`config.mk`:
```
export PLATFORM = sky130hd
export DESIGN_NAME = keypad_scan_core
export DESIGN_NICKNAME = d
export VERILOG_FILES = /design/src/rtl/keypad_pkg.sv /design/src/rtl/keypad_fifo.sv /design/src/rtl/keypad_scan_core.sv
export SDC_FILE = /design/constraint.sdc
export NUM_CORES = 1
export LEC_CHECK = 0
export BUFFER_PORTS_ARGS = -buffer_cell sky130_fd_sc_hd__buf_4
export CAP_MARGIN = 20
export CORE_MARGIN = 2
export CORE_UTILIZATION = 30
export CTS_CLUSTER_SIZE = 12
export DETAILED_ROUTE_END_ITERATION = 8
export PLACE_DENSITY = 0.61
export SYNTH_ARGS = -nofsm -noshare
export SYNTH_HDL_FRONTEND = slang
export SYNTH_SLANG_ARGS = --single-unit
export TNS_END_PERCENT = 10
```
`constraint.sdc`:
```
create_clock -name clk -period 5.1 [get_ports clk]
set_input_delay 0.51 -clock clk [delete_from_list [all_inputs] [get_ports clk]]
set_output_delay 0.51 -clock clk [all_outputs]
set_load 0.005 [all_outputs]
```
`src/rtl/keypad_pkg.sv`:
```
// rtl/keypad_pkg.sv - shared types and constants for the keypad scan core
package keypad_pkg;

  // Debounce states; HELD and RELEASE both report a key as held.
  typedef enum logic [1:0] {
    IDLE    = 2'd0,
    CONFIRM = 2'd1,
    HELD    = 2'd2,
    RELEASE = 2'd3
  } db_state_t;

  // Raw scan result: bit 4 is the valid flag, bits 3:0 the key code.
  localparam logic [4:0] NONE = 5'b0_0000;

  localparam logic [1:0] REG_STATUS = 2'd0;
  localparam logic [1:0] REG_DATA   = 2'd1;
  localparam logic [1:0] REG_CTRL   = 2'd2;

  // Index of the lowest set bit; only meaningful when v is non-zero.
  function automatic logic [1:0] low_idx(input logic [3:0] v);
    if (v[0])      return 2'd0;
    else if (v[1]) return 2'd1;
    else if (v[2]) return 2'd2;
    else           return 2'd3;
  endfunction

endpackage

```
`src/rtl/keypad_fifo.sv`:
```
// rtl/keypad_fifo.sv - 4-entry x 4-bit key code FIFO
module keypad_fifo
  import keypad_pkg::*;
(
  input  logic       clk,
  input  logic       reset,
  input  logic       push,
  input  logic       pop,
  input  logic [3:0] wdata,
  output logic [3:0] head,
  output logic       full,
  output logic       empty,
  output logic [2:0] count,
  output logic       drop
);

  logic [3:0] mem [4];
  logic [1:0] wr_ptr;
  logic [1:0] rd_ptr;
  logic       do_push;
  logic       do_pop;

  assign full    = (count == 3'd4);
  assign empty   = (count == 3'd0);
  // A pop in the same cycle frees the slot, so a push into a full FIFO still lands.
  assign do_push = push && (!full || pop);
  assign do_pop  = pop && !empty;
  assign drop    = push && full && !pop;
  assign head    = mem[rd_ptr];

  // Storage is not reset; empty gates what the host sees.
  always_ff @(posedge clk) begin
    if (do_push) mem[wr_ptr] <= wdata;
  end

  // Pointers and occupancy.
  always_ff @(posedge clk or negedge reset) begin
    if (!reset) begin
      wr_ptr <= 2'd0;
      rd_ptr <= 2'd0;
      count  <= 3'd0;
    end else begin
      if (do_push) wr_ptr <= wr_ptr + 2'd1;
      if (do_pop)  rd_ptr <= rd_ptr + 2'd1;
      case ({do_push, do_pop})
        2'b10:   count <= count + 3'd1;
        2'b01:   count <= count - 3'd1;
        default: count <= count;
      endcase
    end
  end

endmodule

```
`src/rtl/keypad_scan_core.sv`:
```
// rtl/keypad_scan_core.sv - 4x4 keypad scanner with debounce and code FIFO
module keypad_scan_core
  import keypad_pkg::*;
#(
  parameter int SCAN_DIV = 100_000,
  parameter int DB_SCANS = 20
) (
  input  logic        clk,
  input  logic        reset,
  input  logic        cs,
  input  logic        read,
  input  logic        write,
  input  logic [4:0]  addr,
  input  logic [31:0] wr_data,
  output logic [31:0] rd_data,
  output logic [3:0]  col,
  input  logic [3:0]  row
);

  localparam int DW = (SCAN_DIV > 1) ? $clog2(SCAN_DIV) : 1;
  localparam int CW = $clog2(DB_SCANS + 1);

  logic [3:0]    row_m, row_s;
  logic [DW-1:0] div_cnt;
  logic [1:0]    col_idx;
  logic [1:0]    acc_cnt;
  logic [3:0]    acc_code;
  logic          col_end, scan_end;
  logic [3:0]    hit;
  logic [2:0]    col_hits, tot;
  logic [3:0]    tot_code;
  logic [4:0]    raw;
  db_state_t     state, state_n;
  logic [3:0]    cand, cand_n;
  logic [CW-1:0] cnt, cnt_n;
  logic          push, pop, clr, drop, overflow, held;
  logic [3:0]    head;
  logic          full, empty;
  logic [2:0]    count;
  logic          unused_ok;

  assign unused_ok = ^{wr_data, addr[4:2], full};

  // Two-stage synchronizer for the asynchronous row lines.
  always_ff @(posedge clk or negedge reset) begin
    if (!reset) begin
      row_m <= 4'hF;
      row_s <= 4'hF;
    end else begin
      row_m <= row;
      row_s <= row_m;
    end
  end

  assign col_end  = (div_cnt == DW'(SCAN_DIV - 1));
  assign scan_end = col_end && (col_idx == 2'd3);
  assign col      = ~(4'b0001 << col_idx);

  // Column period divider and column index.
  always_ff @(posedge clk or negedge reset) begin
    if (!reset) begin
      div_cnt <= '0;
      col_idx <= 2'd0;
    end else if (col_end) begin
      div_cnt <= '0;
      col_idx <= col_idx + 2'd1;
    end else begin
      div_cnt <= div_cnt + 1'b1;
    end
  end

  // Combine this column's sample with the running scan tally; the count
  // saturates at 2 since only "exactly one key" matters.
  assign hit      = ~row_s;
  assign col_hits = {2'b0, hit[0]} + {2'b0, hit[1]} + {2'b0, hit[2]} + {2'b0, hit[3]};
  assign tot      = {1'b0, acc_cnt} + col_hits;
  assign tot_code = (col_hits != 3'd0) ? {low_idx(hit), col_idx} : acc_code;
  assign raw      = (tot == 3'd1) ? {1'b1, tot_code} : NONE;

  // Per-scan accumulator, cleared at every end of scan.
  always_ff @(posedge clk or negedge reset) begin
    if (!reset) begin
      acc_cnt  <= 2'd0;
      acc_code <= 4'd0;
    end else if (scan_end) begin
      acc_cnt  <= 2'd0;
      acc_code <= 4'd0;
    end else if (col_end) begin
      acc_cnt  <= (tot >= 3'd2) ? 2'd2 : tot[1:0];
      acc_code <= tot_code;
    end
  end

  // Debounce state register.
  always_ff @(posedge clk or negedge reset) begin
    if (!reset) begin
      state <= IDLE;
      cand  <= 4'd0;
      cnt   <= '0;
    end else begin
      state <= state_n;
      cand  <= cand_n;
      cnt   <= cnt_n;
    end
  end

  // Debounce next state; push fires on the edge ending the last matching scan.
  always_comb begin
    state_n = state;
    cand_n  = cand;
    cnt_n   = cnt;
    push    = 1'b0;
    if (scan_end) begin
      case (state)
        IDLE: begin
          if (raw[4]) begin
            state_n = CONFIRM;
            cand_n  = raw[3:0];
            cnt_n   = CW'(1);
          end
        end
        CONFIRM: begin
          if (raw == {1'b1, cand}) begin
            if (cnt == CW'(DB_SCANS - 1)) begin
              push    = 1'b1;
              state_n = HELD;
              cnt_n   = '0;
            end else begin
              cnt_n = cnt + 1'b1;
            end
          end else begin
            state_n = IDLE;
            cnt_n   = '0;
          end
        end
        HELD: begin
          if (!raw[4]) begin
            state_n = RELEASE;
            cnt_n   = CW'(1);
          end
        end
        RELEASE: begin
          if (!raw[4]) begin
            if (cnt == CW'(DB_SCANS - 1)) begin
              state_n = IDLE;
              cnt_n   = '0;
            end else begin
              cnt_n = cnt + 1'b1;
            end
          end else begin
            state_n = HELD;
            cnt_n   = '0;
          end
        end
        default: state_n = IDLE;
      endcase
    end
  end

  assign held = (state == HELD) || (state == RELEASE);
  assign pop  = cs && read && (addr[1:0] == REG_DATA);
  assign clr  = cs && write && (addr[1:0] == REG_CTRL);

  keypad_fifo u_fifo (
    .clk   (clk),
    .reset (reset),
    .push  (push),
    .pop   (pop),
    .wdata (cand),
    .head  (head),
    .full  (full),
    .empty (empty),
    .count (count),
    .drop  (drop)
  );

  // Sticky overflow; a drop in the same cycle as a clear wins.
  always_ff @(posedge clk or negedge reset) begin
    if (!reset)    overflow <= 1'b0;
    else if (drop) overflow <= 1'b1;
    else if (clr)  overflow <= 1'b0;
  end

  // Register read mux.
  always_comb begin
    rd_data = 32'd0;
    case (addr[1:0])
      REG_STATUS: rd_data = {26'd0, overflow, held, 1'b0, count};
      REG_DATA:   rd_data = empty ? 32'd0 : {27'd0, 1'b1, head};
      default:    rd_data = 32'd0;
    endcase
  end

endmodule

```
**Word level (Yosys, flattened, before mapping)**

Memory sizes are Yosys's and may differ from the RTL's.
Index checks and enable logic that the tools add are counted.

- Bits of input ports: 46
- Memory bits (read-only): 0
- Memories kept: 1
- Word-level logic and storage cells: 105
- Register bits after elaboration: 52
- Latch bits: 0
- Memory bits (writable): 16
- Output and inout bits: 36

- Div/mod/pow operators: 0
- $add $sub $neg: 11
- Magnitude comparators: 1
- Bitwise logic cells: 2
- Eq/ne operators: 17
- Shift operators: 1
- Multiplexer cells: 35
- Reduce and logical (&&, ||, !) cells: 24
- $mul: 0

Memory list:

| name | depth | bits a word | rd ports | clocked after memory_dff | write ports | RTL line | source |
|---|---|---|---|---|---|---|---|
| u_fifo.mem | 4 | 4 | 1 | 0 | 1 | keypad_fifo.sv:17 | `logic [3:0] mem [4];` |

Operators with widths:

| operator | number |
|---|---|
| two-way mux 5 bit | 7 |
| two-way mux 2 bit | 11 |
| one-hot mux 5 bit (4 select lines) | 1 |
| adder 17 x 1 -> 17 bit, second input constant | 1 |
| == test 17 bit, second input constant | 1 |
| two-way mux 17 bit | 1 |
| two-way mux 4 bit | 3 |
| one-hot mux 6 bit (2 select lines) | 1 |
| == test 2 bit, second input constant | 5 |
| logical AND 1 bit | 9 |
| two-way mux 1 bit | 9 |
| NOT 4 bit | 2 |
| one-hot mux 2 bit (4 select lines) | 1 |
| adder 2 x 1 -> 2 bit, second input constant | 3 |
| == test 2 x 1 -> 1 bit, second input constant | 3 |
| != test 3 bit, second input constant | 2 |
| one-hot mux 3 bit (2 select lines) | 1 |
| AND reduction 3 bit | 2 |
| nonzero test 2 bit | 3 |
| adder 5 x 1 -> 5 bit, second input constant | 1 |
| == test 5 bit | 1 |
| == test 5 bit, second input constant | 1 |
| AND reduction 5 bit | 1 |
| zero test 2 bit | 2 |
| other kinds (15) | 19 |

**Depth between registers and ports, before layout**

Gate-level depths: netlist of run 1.

- Depth in word-level cells: 14
- Gate-level depth with buffers: 18
- Depth with buffers taken out: 17

**By module**

Synthesis of run 1 repeated with hierarchy kept, for this count alone.

- Cells, all modules: 337
- Area, all modules: 3,668.5 sq um

By module, submodules not included:

| module | times used | cells an instance | sequential area each (sq um) | area an instance (sq um) |
|---|---|---|---|---|
| keypad_scan_core | 1 | 276 | 1,136.1 | 2,646.3 |
| keypad_fifo | 1 | 61 | 655.6 | 1,022.2 |

**Worst setup path after synthesis of run 1**

No wires, ideal clock.

- Path type: flip-flop to flip-flop
- Start point: register row_s[0]
- End point: register u_fifo.count[2]
- Buffers on the path: 1
- Setup slack: 1.022 ns
- Required time: 4.975 ns
- Period minus slack after synthesis: 4.078 ns
- Library setup time: 0.125 ns
- Data arrival time: 3.953 ns
- Stages on the path, launching flop included: 19
- Cell sequence: dfstp_2 > inv_1 > fa_1 > ha_1 > ha_1 > fa_1 > xnor2_1 > nand4b_1 > mux2_2 > nor3_4 > and4_1 > buf_4 > inv_1 > ha_1 > inv_1 > fa_1 > xor2_1 > nor2_1 > xor2_1

- Longest elaborated chain between the ends: 14
- Elaborated cells between the ends (all ways): 19
- Those cells by class: add/sub (4); eq/ne (4); mux (7); bitwise (1); reduce/logical (3)

Ends and longest elaborated chain:

| what | RTL line | source |
|---|---|---|
| start, declared | keypad_scan_core.sv:23 | `logic [3:0] row_m, row_s;` |
| start signal, assigned | keypad_scan_core.sv:51 | `row_s <= row_m;` |
| NOT 4 bit * | keypad_scan_core.sv:74 | `assign hit = ~row_s;` |
| adder 1 x 1 -> 2 bit | keypad_scan_core.sv:75 | `assign col_hits = {2'b0, hit[0]} + {2'b0, hit[1]} + {2'b0, hit[2]} + {2'b0, hit[3]};` |
| adder 2 x 1 -> 3 bit | keypad_scan_core.sv:75 |  |
| adder 3 x 1 -> 3 bit | keypad_scan_core.sv:75 |  |
| adder 2 x 3 -> 3 bit / nonzero test 3 bit (equally long branches) | keypad_scan_core.sv:76, keypad_scan_core.sv:77 |  |
| == test 3 x 1 -> 1 bit / two-way mux 4 bit (equally long branches) | keypad_scan_core.sv:78, keypad_scan_core.sv:77 |  |
| two-way mux 5 bit * | keypad_scan_core.sv:78 | `assign raw = (tot == 3'd1) ? {1'b1, tot_code} : NONE;` |
| == test 5 bit * | keypad_scan_core.sv:123 | `if (raw == {1'b1, cand}) begin` |
| two-way mux 1 bit * | keypad_scan_core.sv:123 |  |
| two-way mux 1 bit * | keypad_scan_core.sv:114 | `case (state)` |
| two-way mux 1 bit * | keypad_scan_core.sv:113 | `if (scan_end) begin` |
| logical AND 1 bit * | keypad_fifo.sv:26 | `assign do_push = push && (!full \|\| pop);` |
| == test 2 x 1 -> 1 bit / == test 2 bit (equally long branches) | keypad_fifo.sv:45 | `case ({do_push, do_pop})` |
| one-hot mux 3 bit (2 select lines) / nonzero test 2 bit (equally long branches) | n/a |  |
| end signal, assigned | keypad_fifo.sv:46 | `2'b10: count <= count + 3'd1;` |
| end signal, assigned | keypad_fifo.sv:47 | `2'b01: count <= count - 3'd1;` |
| end signal, assigned | keypad_fifo.sv:48 | `default: count <= count;` |
| end, declared | keypad_fifo.sv:13 | `output logic [2:0] count,` |

Mark *: on every way between the ends. The rest lies on a longest branch, timed or not.
A chain may end at the register's enable or synchronous reset.

**Worst setup path after layout of run 1**

Same ends and word-level chain as after synthesis.

==> report_table.html, run 1 <==
<table>
<tr><th>Metric</th><th>Value</th></tr>
<tr><th colspan="2">Place</th></tr>
<tr><td>Number of buffer cells added on primary ports</td><td>20</td></tr>
<tr><td>Final GP Congestion</td><td>between 0.7 and 0.8</td></tr>
<tr><td>Detailed placement HPWL</td><td>4510 µm</td></tr>
<tr><td>Worst setup timing slack at the placement stage</td><td>0.575 ns</td></tr>
<tr><td>Placed cell areas</td><td>3840 µm²</td></tr>
<tr><th colspan="2">Critical path</th></tr>
<tr><td>Req. time, crit path</td><td>5.31 ns</td></tr>
<tr><td>Type of element launching the critical path</td><td>register</td></tr>
<tr><td>Register-to-register setup slack</td><td>0.62 ns</td></tr>
<tr><td>Arrival time worst endpoint</td><td>4.69 ns</td></tr>
<tr><td>Largest stage delay, worst path</td><td>0.57 ns</td></tr>
<tr><td>Crit-path max FO</td><td>7</td></tr>
<tr><td>RR Endpoint</td><td>u_fifo.count[2]$_DFFE_PN0P_</td></tr>
<tr><td>Buffer and inverter count on the worst path</td><td>3</td></tr>
<tr><td>Depth of the worst register-to-register path</td><td>17</td></tr>
<tr><td>Master of the slowest instance on the critical path</td><td>sky130_fd_sc_hd__dfstp_2</td></tr>
<tr><td>Crit path cell chain</td><td>inv_1 -&gt; fa_1 -&gt; ha_1 -&gt; ha_1 -&gt; fa_1 -&gt; xnor2_1 -&gt; nand4_1 -&gt; mux2_2 -&gt; nor3_4 -&gt; and4_1 -&gt; inv_1 -&gt; ha_1 -&gt; inv_1 -&gt; fa_1 -&gt; xor2_1 -&gt; nor2_1 -&gt; xor2_1</td></tr>
<tr><td>Crit-path leading delay family</td><td>adder cells</td></tr>
<tr><td>Setup CP Type</td><td>register to register</td></tr>
<tr><td>Startpoint of the most critical register-to-register path</td><td>row_s[0]$_DFF_PN1_</td></tr>
<tr><td>Type of destination of the critical path</td><td>register</td></tr>
<tr><th colspan="2">Clock network</th></tr>
<tr><td>Number of buffers added for setup after CTS</td><td>0</td></tr>
<tr><td>Post-CTS Hold Fix Bufs</td><td>0</td></tr>
<tr><td>Worst-case clock buffer depth</td><td>2</td></tr>
<tr><td>Level count of the clock H-tree</td><td>3</td></tr>
<tr><td>Clock tree from TritonCTS</td><td>built</td></tr>
<tr><td>Sink Count</td><td>68</td></tr>
<tr><td>CTS clk-pin slew, worst paths</td><td>~0.060 ns</td></tr>
<tr><td>Cts bufs inserted</td><td>9</td></tr>
<tr><td>Worst-Skew Late Latency</td><td>about 0.33 ns</td></tr>
<tr><td>Total of cells resized after clock tree synthesis</td><td>0</td></tr>
<tr><td>Clock root cell</td><td>sky130_fd_sc_hd__clkbuf_16</td></tr>
<tr><th colspan="2">Run status</th></tr>
<tr><td>Result of the run</td><td>complete, no violations</td></tr>
<tr><th colspan="2">Timing</th></tr>
<tr><td>Max-slew headroom at the worst pin</td><td>37.6%</td></tr>
<tr><td>Worst-margin pin slew</td><td>0.925 ns</td></tr>
<tr><td>Total count of max-transition violations in the final report</td><td>0</td></tr>
<tr><td>Final setup fails</td><td>0</td></tr>
<tr><td>Post-Route Setup TNS</td><td>0 ns</td></tr>
<tr><td>Skew final</td><td>0.00603 ns</td></tr>
<tr><td>Achievable Freq</td><td>about 0.22 GHz</td></tr>
<tr><td>Minimum setup slack in the final design</td><td>0.624 ns</td></tr>
<tr><td>Count of endpoints failing hold in the final timing report</td><td>0</td></tr>
<tr><td>Period utilization</td><td>87.8%</td></tr>
<tr><td>Unrepaired setup endpoints after global routing</td><td>no</td></tr>
<tr><td>Final Critical Period</td><td>4.48 ns</td></tr>
<tr><th colspan="2">Pwr</th></tr>
<tr><td>Clock Power Share</td><td>45.1%</td></tr>
<tr><td>Sequential power share</td><td>45.6%</td></tr>
<tr><td>Switching share of power</td><td>around a quarter</td></tr>
<tr><td>Gate power share</td><td>9.2%</td></tr>
<tr><td>Pwr Density</td><td>326 nW/µm²</td></tr>
<tr><td>Worst IR Drop VDD</td><td>0.184 mV</td></tr>
<tr><td>Internal power</td><td>1010 µW</td></tr>
<tr><td>Leakage Power</td><td>0.00177 µW</td></tr>
<tr><td>Net switching component of the power</td><td>331 µW</td></tr>
<tr><th colspan="2">Global route</th></tr>
<tr><td>Pin count of the biggest net entering global routing</td><td>53</td></tr>
<tr><td>Total Routing Usage GR</td><td>10.7%</td></tr>
<tr><td>Antenna violations before repair</td><td>0</td></tr>
<tr><td>Global-route wire length before repair</td><td>11100 µm</td></tr>
<tr><td>Remaining global-route overflow</td><td>0</td></tr>
<tr><td>Vias in the first global route</td><td>2274</td></tr>
<tr><th colspan="2">Yosys</th></tr>
<tr><td>Number of warnings issued by yosys</td><td>0</td></tr>
<tr><td>#FFs+latches synth</td><td>68</td></tr>
<tr><td>Main flop type after synthesis</td><td>sky130_fd_sc_hd__dfrtp_1</td></tr>
<tr><td>Area share of the leading cell type in the synthesized netlist</td><td>30.2%</td></tr>
<tr><td>Count leader, synth</td><td>sky130_fd_sc_hd__dfrtp_1</td></tr>
<tr><td>Synth async-reset ratio</td><td>76.5%</td></tr>
<tr><td>Cell count after synthesis</td><td>339</td></tr>
<tr><td>Proportion of synthesized chip area in sequential cells</td><td>about half</td></tr>
<tr><td>Post-Syn Area</td><td>3650 µm²</td></tr>
<tr><td>Number of distinct standard cells referenced by the synthesized netlist</td><td>52</td></tr>
<tr><td>Count of flip-flops with a built-in enable after synthesis</td><td>16</td></tr>
<tr><td>Cell types with the highest counts after synthesis</td><td>sky130_fd_sc_hd__dfrtp_1, sky130_fd_sc_hd__nand2_1, sky130_fd_sc_hd__buf_4</td></tr>
<tr><td>Synthesized area per cell</td><td>10.8 µm²</td></tr>
<tr><td>Ranking of synthesized cells by area</td><td>sky130_fd_sc_hd__dfrtp_1, sky130_fd_sc_hd__edfxtp_1, sky130_fd_sc_hd__buf_4</td></tr>
<tr><td>Largest area contributor in the synthesized netlist</td><td>sky130_fd_sc_hd__dfrtp_1</td></tr>
<tr><th colspan="2">Drt</th></tr>
<tr><td>Detailed-route via count</td><td>~2400</td></tr>
<tr><td>Routed vias/inst</td><td>between 4 and 5</td></tr>
<tr><td>Final ANT Viol Nets</td><td>0</td></tr>
<tr><td>DRC viols</td><td>0</td></tr>
<tr><td>Avg WL per Cell</td><td>12.4 µm</td></tr>
<tr><td>Sum of routed wire length over all layers</td><td>6360 µm</td></tr>
<tr><td>TritonRoute pass-1 iters</td><td>5</td></tr>
<tr><td>Number of DRC violations after detailed-routing iteration 0</td><td>86</td></tr>
<tr><th colspan="2">Layout</th></tr>
<tr><td>Area taken by multi-input logic gates</td><td>roughly 1600 µm²</td></tr>
<tr><td>Inserted Diodes</td><td>0</td></tr>
<tr><td>Share of post-route cells with drive strength above 1</td><td>15.1%</td></tr>
<tr><td>Number of fillers in the final layout</td><td>1181</td></tr>
<tr><td>Sequential standard cell area</td><td>1790 µm²</td></tr>
<tr><td>P&amp;R area growth vs syn</td><td>13.2%</td></tr>
<tr><td>Fin area</td><td>a little over 4000 µm²</td></tr>
<tr><td>Number of nets in the finished design</td><td>between 400 and 500</td></tr>
<tr><th colspan="2">Run</th></tr>
<tr><td>Count of maximum capacitance violations</td><td>0</td></tr>
<tr><th colspan="2">Die</th></tr>
<tr><td>Starting density of the core</td><td>30.5%</td></tr>
<tr><td>Die Span Y</td><td>114 µm</td></tr>
<tr><td>X dimension of the die</td><td>114 µm</td></tr>
<tr><td>Total I/O pin count</td><td>82</td></tr>
<tr><td>Full die area</td><td>13100 µm²</td></tr>
<tr><td>Floorplan core area</td><td>12000 µm²</td></tr>
<tr><td>Number of core rows</td><td>40</td></tr>
<tr><th colspan="2">Min path</th></tr>
<tr><td>Type of the tightest min-delay check</td><td>primary input to asynchronous set/reset pin</td></tr>
</table>
[worst max path at each step]
stage	startpoint	to	slack (ns)	depth (start not counted)
global route	row_s[0]$_DFF_PN1_	u_fifo.count[2]$_DFFE_PN0P_	0.28	17
finish	row_s[0]$_DFF_PN1_	u_fifo.count[2]$_DFFE_PN0P_	0.62	17
detailed placement	row_s[0]$_DFF_PN1_	u_fifo.count[2]$_DFFE_PN0P_	0.57	17
floorplan	row_s[0]$_DFF_PN1_	u_fifo.count[2]$_DFFE_PN0P_	1.02	18
CTS	row_s[0]$_DFF_PN1_	u_fifo.count[2]$_DFFE_PN0P_	0.57	17
global placement	row_s[0]$_DFF_PN1_	u_fifo.count[2]$_DFFE_PN0P_	0.70	17
[cells in the final DEF (no fill, tap or decap), drive strengths merged, types with 7 or more instances in the layout]
cell    Yosys  routed
dfstp       8       8
xor2        9       9
buf        29      20
nor2       19      19
conb        1      26
nor2b       7       7
xnor2      14      14
nand3      10      10
o21ai      20      20
and2        9       9
inv        25      25
dfrtp      44      44
edfxtp     16      16
ha         15      15
nand4       8       8
nand2      34      34
clkbuf      6       9
[power by group through the flow]
stage	logic (µW)	clock network, µW	registers (µW)
final	124	608	614
after global placement	121	0	625
after floorplan	116	0	607
after CTS	126	622	614
after global routing	144	648	621
after detailed placement	125	0	624
[stage by stage]
step | total power [µW] | hold slack (ns) | instances | utilization (%)
after global placement | 746 | 0.346 | 496 | 32.1
after CTS | 1360 | 0.245 | 512 | 34.5
after global routing | 1410 | 0.275 | 512 | 34.5
after floorplan | 723 | 0.214 | 364 | -
after detailed placement | 749 | 0.348 | 496 | 32.1
final | 1350 | 0.207 | 512 | 34.5
[kinds of logic (layout without fill, tap and decap cells)]
family                   count (synthesis)  count (layout)  share of synthesized area [%]
adder cells (fa/ha/maj)                 18              18                           6.79
buffers and inverters                   60              61                           9.09
other                                    1              26                          0.103
multiplexers                            10              10                           4.53
flip-flops                              68              68                           49.1
AND/OR/NAND/NOR                        114             114                           16.6
AO/OA/AOI/OAI                           45              45                           8.17
XOR/XNOR                                23              23                           5.53
[cell type report]
type / count / share of cell area (%)
Clock buffer: 9 / 5.45
Clock inverter: 7 / 1.64
Inverter: 25 / 2.27
Multi-Input combinational cell: 236 / 39.2
Sequential cell: 68 / 43.4
Tap cell: 147 / 4.45
Timing Repair Buffer: 20 / 3.64
[state kept, by name (all words and copies together), names as in the netlist, 3 cells and up]
| name | count |
|---|---|
| u_fifo.count | 3 |
| cnt | 5 |
| u_fifo.mem | 16 |
| row_m | 4 |
| row_s | 4 |
| acc_code | 4 |
| div_cnt | 17 |
| cand | 4 |
[per-layer routing]
layer	share of wire, %	track usage [%]
met4	1.3	3.90
met2	46	17.2
met5	0	0
met3	4.1	2.86
met1	49	14.0
Power figures use the tool's default switching activity.
==> inputs of run 2 (changes only) <==
- PLACE_DENSITY: 0.61 -> 0.63
- clock period: 5.1 -> 3.9 ns (I/O delays scaled with it)
==> run 2 against run 1 <==
Non-clock buffer count grew 13. Core utilization grew 2.2 points. Via count up 1.2%. Sequential share of layout area decreased by 2.6 points. Clock skew up 0.0022 ns. Setup slack got worse by 0.53 ns. Die area stayed put.
==> report_table.html, run 2 (same netlist as run 1, synthesis figures left out) <==
<table>
<tr><th>Metric</th><th>Value</th></tr>
<tr><th colspan="2">Drt</th></tr>
<tr><td>Sum of routed wire length over all layers</td><td>6580 µm</td></tr>
<tr><td>Number of DRC violations after detailed-routing iteration 0</td><td>between 90 and 100</td></tr>
<tr><td>Met1 layer wirelength in the final routing</td><td>3110 µm</td></tr>
<tr><td>Detailed route wirelength on metal2</td><td>between 3000 and 4000 µm</td></tr>
<tr><td>Detailed-route via count</td><td>2382</td></tr>
<tr><td>TritonRoute pass-1 iters</td><td>4</td></tr>
<tr><td>Avg WL per Cell</td><td>12.5 µm</td></tr>
<tr><td>Routed vias/inst</td><td>4.54</td></tr>
<tr><td>Total length of routed met3 wires</td><td>314 µm</td></tr>
<tr><td>Final ANT Viol Nets</td><td>0</td></tr>
<tr><td>Top metal layer carrying routed signals</td><td>met4</td></tr>
<tr><td>DRC viols</td><td>0</td></tr>
<tr><th colspan="2">Die</th></tr>
<tr><td>Starting density of the core</td><td>between 30% and 40%</td></tr>
<tr><td>Full die area</td><td>13100 µm²</td></tr>
<tr><td>Die Span Y</td><td>114 µm</td></tr>
<tr><td>Number of core rows</td><td>40</td></tr>
<tr><td>X dimension of the die</td><td>114 µm</td></tr>
<tr><td>Total I/O pin count</td><td>82</td></tr>
<tr><td>Floorplan core area</td><td>12000 µm²</td></tr>
<tr><th colspan="2">Global route</th></tr>
<tr><td>Global-route wire length before repair</td><td>11600 µm</td></tr>
<tr><td>Vias in the first global route</td><td>around 2400</td></tr>
<tr><td>Total Routing Usage GR</td><td>~11%</td></tr>
<tr><td>Antenna violations before repair</td><td>0</td></tr>
<tr><td>Remaining global-route overflow</td><td>0</td></tr>
<tr><td>Pin count of the biggest net entering global routing</td><td>53</td></tr>
<tr><th colspan="2">Pwr</th></tr>
<tr><td>Leakage Power</td><td>0.00189 µW</td></tr>
<tr><td>Worst IR Drop VDD</td><td>between 0.2 and 0.25 mV</td></tr>
<tr><td>Pwr Density</td><td>about 460 nW/µm²</td></tr>
<tr><th colspan="2">Place</th></tr>
<tr><td>Worst setup timing slack at the placement stage</td><td>-0.0710 ns</td></tr>
<tr><td>Detailed placement HPWL</td><td>4680 µm</td></tr>
<tr><td>Final GP Congestion</td><td>0.806</td></tr>
<tr><td>Number of buffer cells added on primary ports</td><td>20</td></tr>
<tr><th colspan="2">Clock network</th></tr>
<tr><td>Clock root cell</td><td>sky130_fd_sc_hd__clkbuf_16</td></tr>
<tr><td>Worst-Skew Late Latency</td><td>~0.33 ns</td></tr>
<tr><td>Worst-case clock buffer depth</td><td>2</td></tr>
<tr><td>Clock tree from TritonCTS</td><td>built</td></tr>
<tr><td>Post-CTS Hold Fix Bufs</td><td>0</td></tr>
<tr><td>CTS clk-pin slew, worst paths</td><td>about 0.06 ns</td></tr>
<tr><td>Level count of the clock H-tree</td><td>3</td></tr>
<tr><td>Cts bufs inserted</td><td>9</td></tr>
<tr><td>Sink Count</td><td>68</td></tr>
<tr><th colspan="2">Critical path</th></tr>
<tr><td>Type of element launching the critical path</td><td>register</td></tr>
<tr><td>Crit-path leading delay family</td><td>adder cells</td></tr>
<tr><td>Crit path cell chain</td><td>inv_2 -&gt; fa_1 -&gt; ha_4 -&gt; ha_4 -&gt; fa_1 -&gt; nor2b_2 -&gt; nand4b_1 -&gt; mux2_4 -&gt; nor3_4 -&gt; and4_4 -&gt; inv_2 -&gt; ha_4 -&gt; inv_2 -&gt; fa_2 -&gt; mux2i_1</td></tr>
<tr><td>Crit-path max FO</td><td>3</td></tr>
<tr><td>Req. time, crit path</td><td>4.15 ns</td></tr>
<tr><td>Buffer and inverter count on the worst path</td><td>3</td></tr>
<tr><td>Type of destination of the critical path</td><td>register</td></tr>
<tr><td>Largest stage delay, worst path</td><td>roughly 0.57 ns</td></tr>
<tr><td>Setup CP Type</td><td>register to register</td></tr>
<tr><td>Master of the slowest instance on the critical path</td><td>sky130_fd_sc_hd__fa_1</td></tr>
<tr><td>Arrival time worst endpoint</td><td>4.06 ns</td></tr>
<tr><th colspan="2">Layout</th></tr>
<tr><td>Biggest registers after layout</td><td>div_cnt: 17 flops, u_fifo.mem: 16 flops, cnt: 5 flops</td></tr>
<tr><td>P&amp;R area growth vs syn</td><td>20.6%</td></tr>
<tr><td>Inserted Diodes</td><td>0</td></tr>
<tr><td>Share of post-route cells with drive strength above 1</td><td>roughly 22%</td></tr>
<tr><td>Leading cell type in the layout, fill and taps excluded</td><td>sky130_fd_sc_hd__dfrtp_1</td></tr>
<tr><td>Largest register FFs</td><td>17</td></tr>
<tr><td>Number of nets in the finished design</td><td>437</td></tr>
<tr><td>Number of fillers in the final layout</td><td>1163</td></tr>
<tr><td>Reg with most FFs</td><td>div_cnt</td></tr>
<tr><td>Sequential standard cell area</td><td>1790 µm²</td></tr>
<tr><td>Area taken by multi-input logic gates</td><td>1710 µm²</td></tr>
<tr><td>Commonest cells after routing, fill and taps aside</td><td>sky130_fd_sc_hd__dfrtp_1, sky130_fd_sc_hd__nand2_1, sky130_fd_sc_hd__buf_4</td></tr>
<tr><th colspan="2">Timing</th></tr>
<tr><td>Achievable Freq</td><td>0.263 GHz</td></tr>
<tr><td>Final Critical Period</td><td>3.81 ns</td></tr>
<tr><td>Max-slew headroom at the worst pin</td><td>40.6%</td></tr>
<tr><td>Worst-margin pin slew</td><td>0.880 ns</td></tr>
<tr><td>Total count of max-transition violations in the final report</td><td>0</td></tr>
<tr><td>Minimum setup slack in the final design</td><td>0.0905 ns</td></tr>
<tr><td>Count of endpoints failing hold in the final timing report</td><td>0</td></tr>
<tr><td>Period utilization</td><td>97.7%</td></tr>
<tr><td>Unrepaired setup endpoints after global routing</td><td>yes</td></tr>
<tr><td>Skew final</td><td>a little over 0.008 ns</td></tr>
<tr><td>Post-Route Setup TNS</td><td>0 ns</td></tr>
<tr><td>Final setup fails</td><td>0</td></tr>
<tr><th colspan="2">Min path</th></tr>
<tr><td>Type of the tightest min-delay check</td><td>primary input to asynchronous set/reset pin</td></tr>
<tr><th colspan="2">Run status</th></tr>
<tr><td>Result of the run</td><td>complete, no violations</td></tr>
<tr><th colspan="2">Run</th></tr>
<tr><td>Count of maximum capacitance violations</td><td>0</td></tr>
</table>
[run 2: cell count changes in the layout (fill, tap and decap cells not counted), sizes merged]
cell	before	now
bufinv	1	4
clkinv	3	1
inv	25	27
buf	20	33
clkinvlp	3	0
[run 2: repair_timing]
item,4_1_cts,5_1_grt
resized for setup,2,4
setup endpoints to repair,2,2
pin swaps,5,3
setup buffers,0,1
gates cloned,0,0
[run 2: worst paths after layout]
kind,from,cells after the start,slack (ns),endpoint
setup / recovery,row_s[3]$_DFF_PN1_,15,0.09,u_fifo.count[1]$_DFFE_PN0P_
setup reg to reg,row_s[3]$_DFF_PN1_,15,0.09,u_fifo.count[1]$_DFFE_PN0P_
min in group clk,row[1],1,0.16,row_m[1]$_DFF_PN1_
max in group asynchronous,reset,1,3.35,acc_code[3]$_DFFE_PN0P_
hold / removal,reset,1,0.08,u_fifo.rd_ptr[1]$_DFFE_PN0P_
hold reg to reg,row_m[2]$_DFF_PN1_,0,0.35,row_s[2]$_DFF_PN1_
[run 2: per-stage QoR]
stage	std cells	instance area, µm²	hold WS [ns]	utilization (%)	power [µW]
floorplan	364	3810	0.0944	-	959
global placement	508	3990	0.346	33.4	1000
detailed placement	508	3990	0.347	33.4	1010
CTS	524	4370	0.126	36.5	2030
global route	525	4400	0.151	36.8	2090
finish	525	4400	0.0846	36.8	2020
[run 2: layout make-up]
type / instances / share of cell area [%]
Timing Repair Buffer: 33 / 5.63
Inverter: 25 / 2.13
Sequential cell: 68 / 40.8
Clock inverter: 7 / 3.33
Tap cell: 147 / 4.18
Multi-Input combinational cell: 236 / 38.8
Clock buffer: 9 / 5.12
[run 2: metal layers]
| metal | vias to the layer above | track usage (%) |
|---|---|---|
| met2 | 50 | 18.4 |
| met1 | 1138 | 13.9 |
| li1 | 1192 | - |
| met3 | 2 | 3.97 |
| met4 | 0 | 3.66 |
| met5 | - | 0 |
[run 2: where the power goes]
part | internal [µW] | leakage (µW) | switching, µW
Sequential | 759 | 0.000855 | 43.7
Combinational | 104 | 0.000856 | 99.0
Clock | 694 | 0.000181 | 315
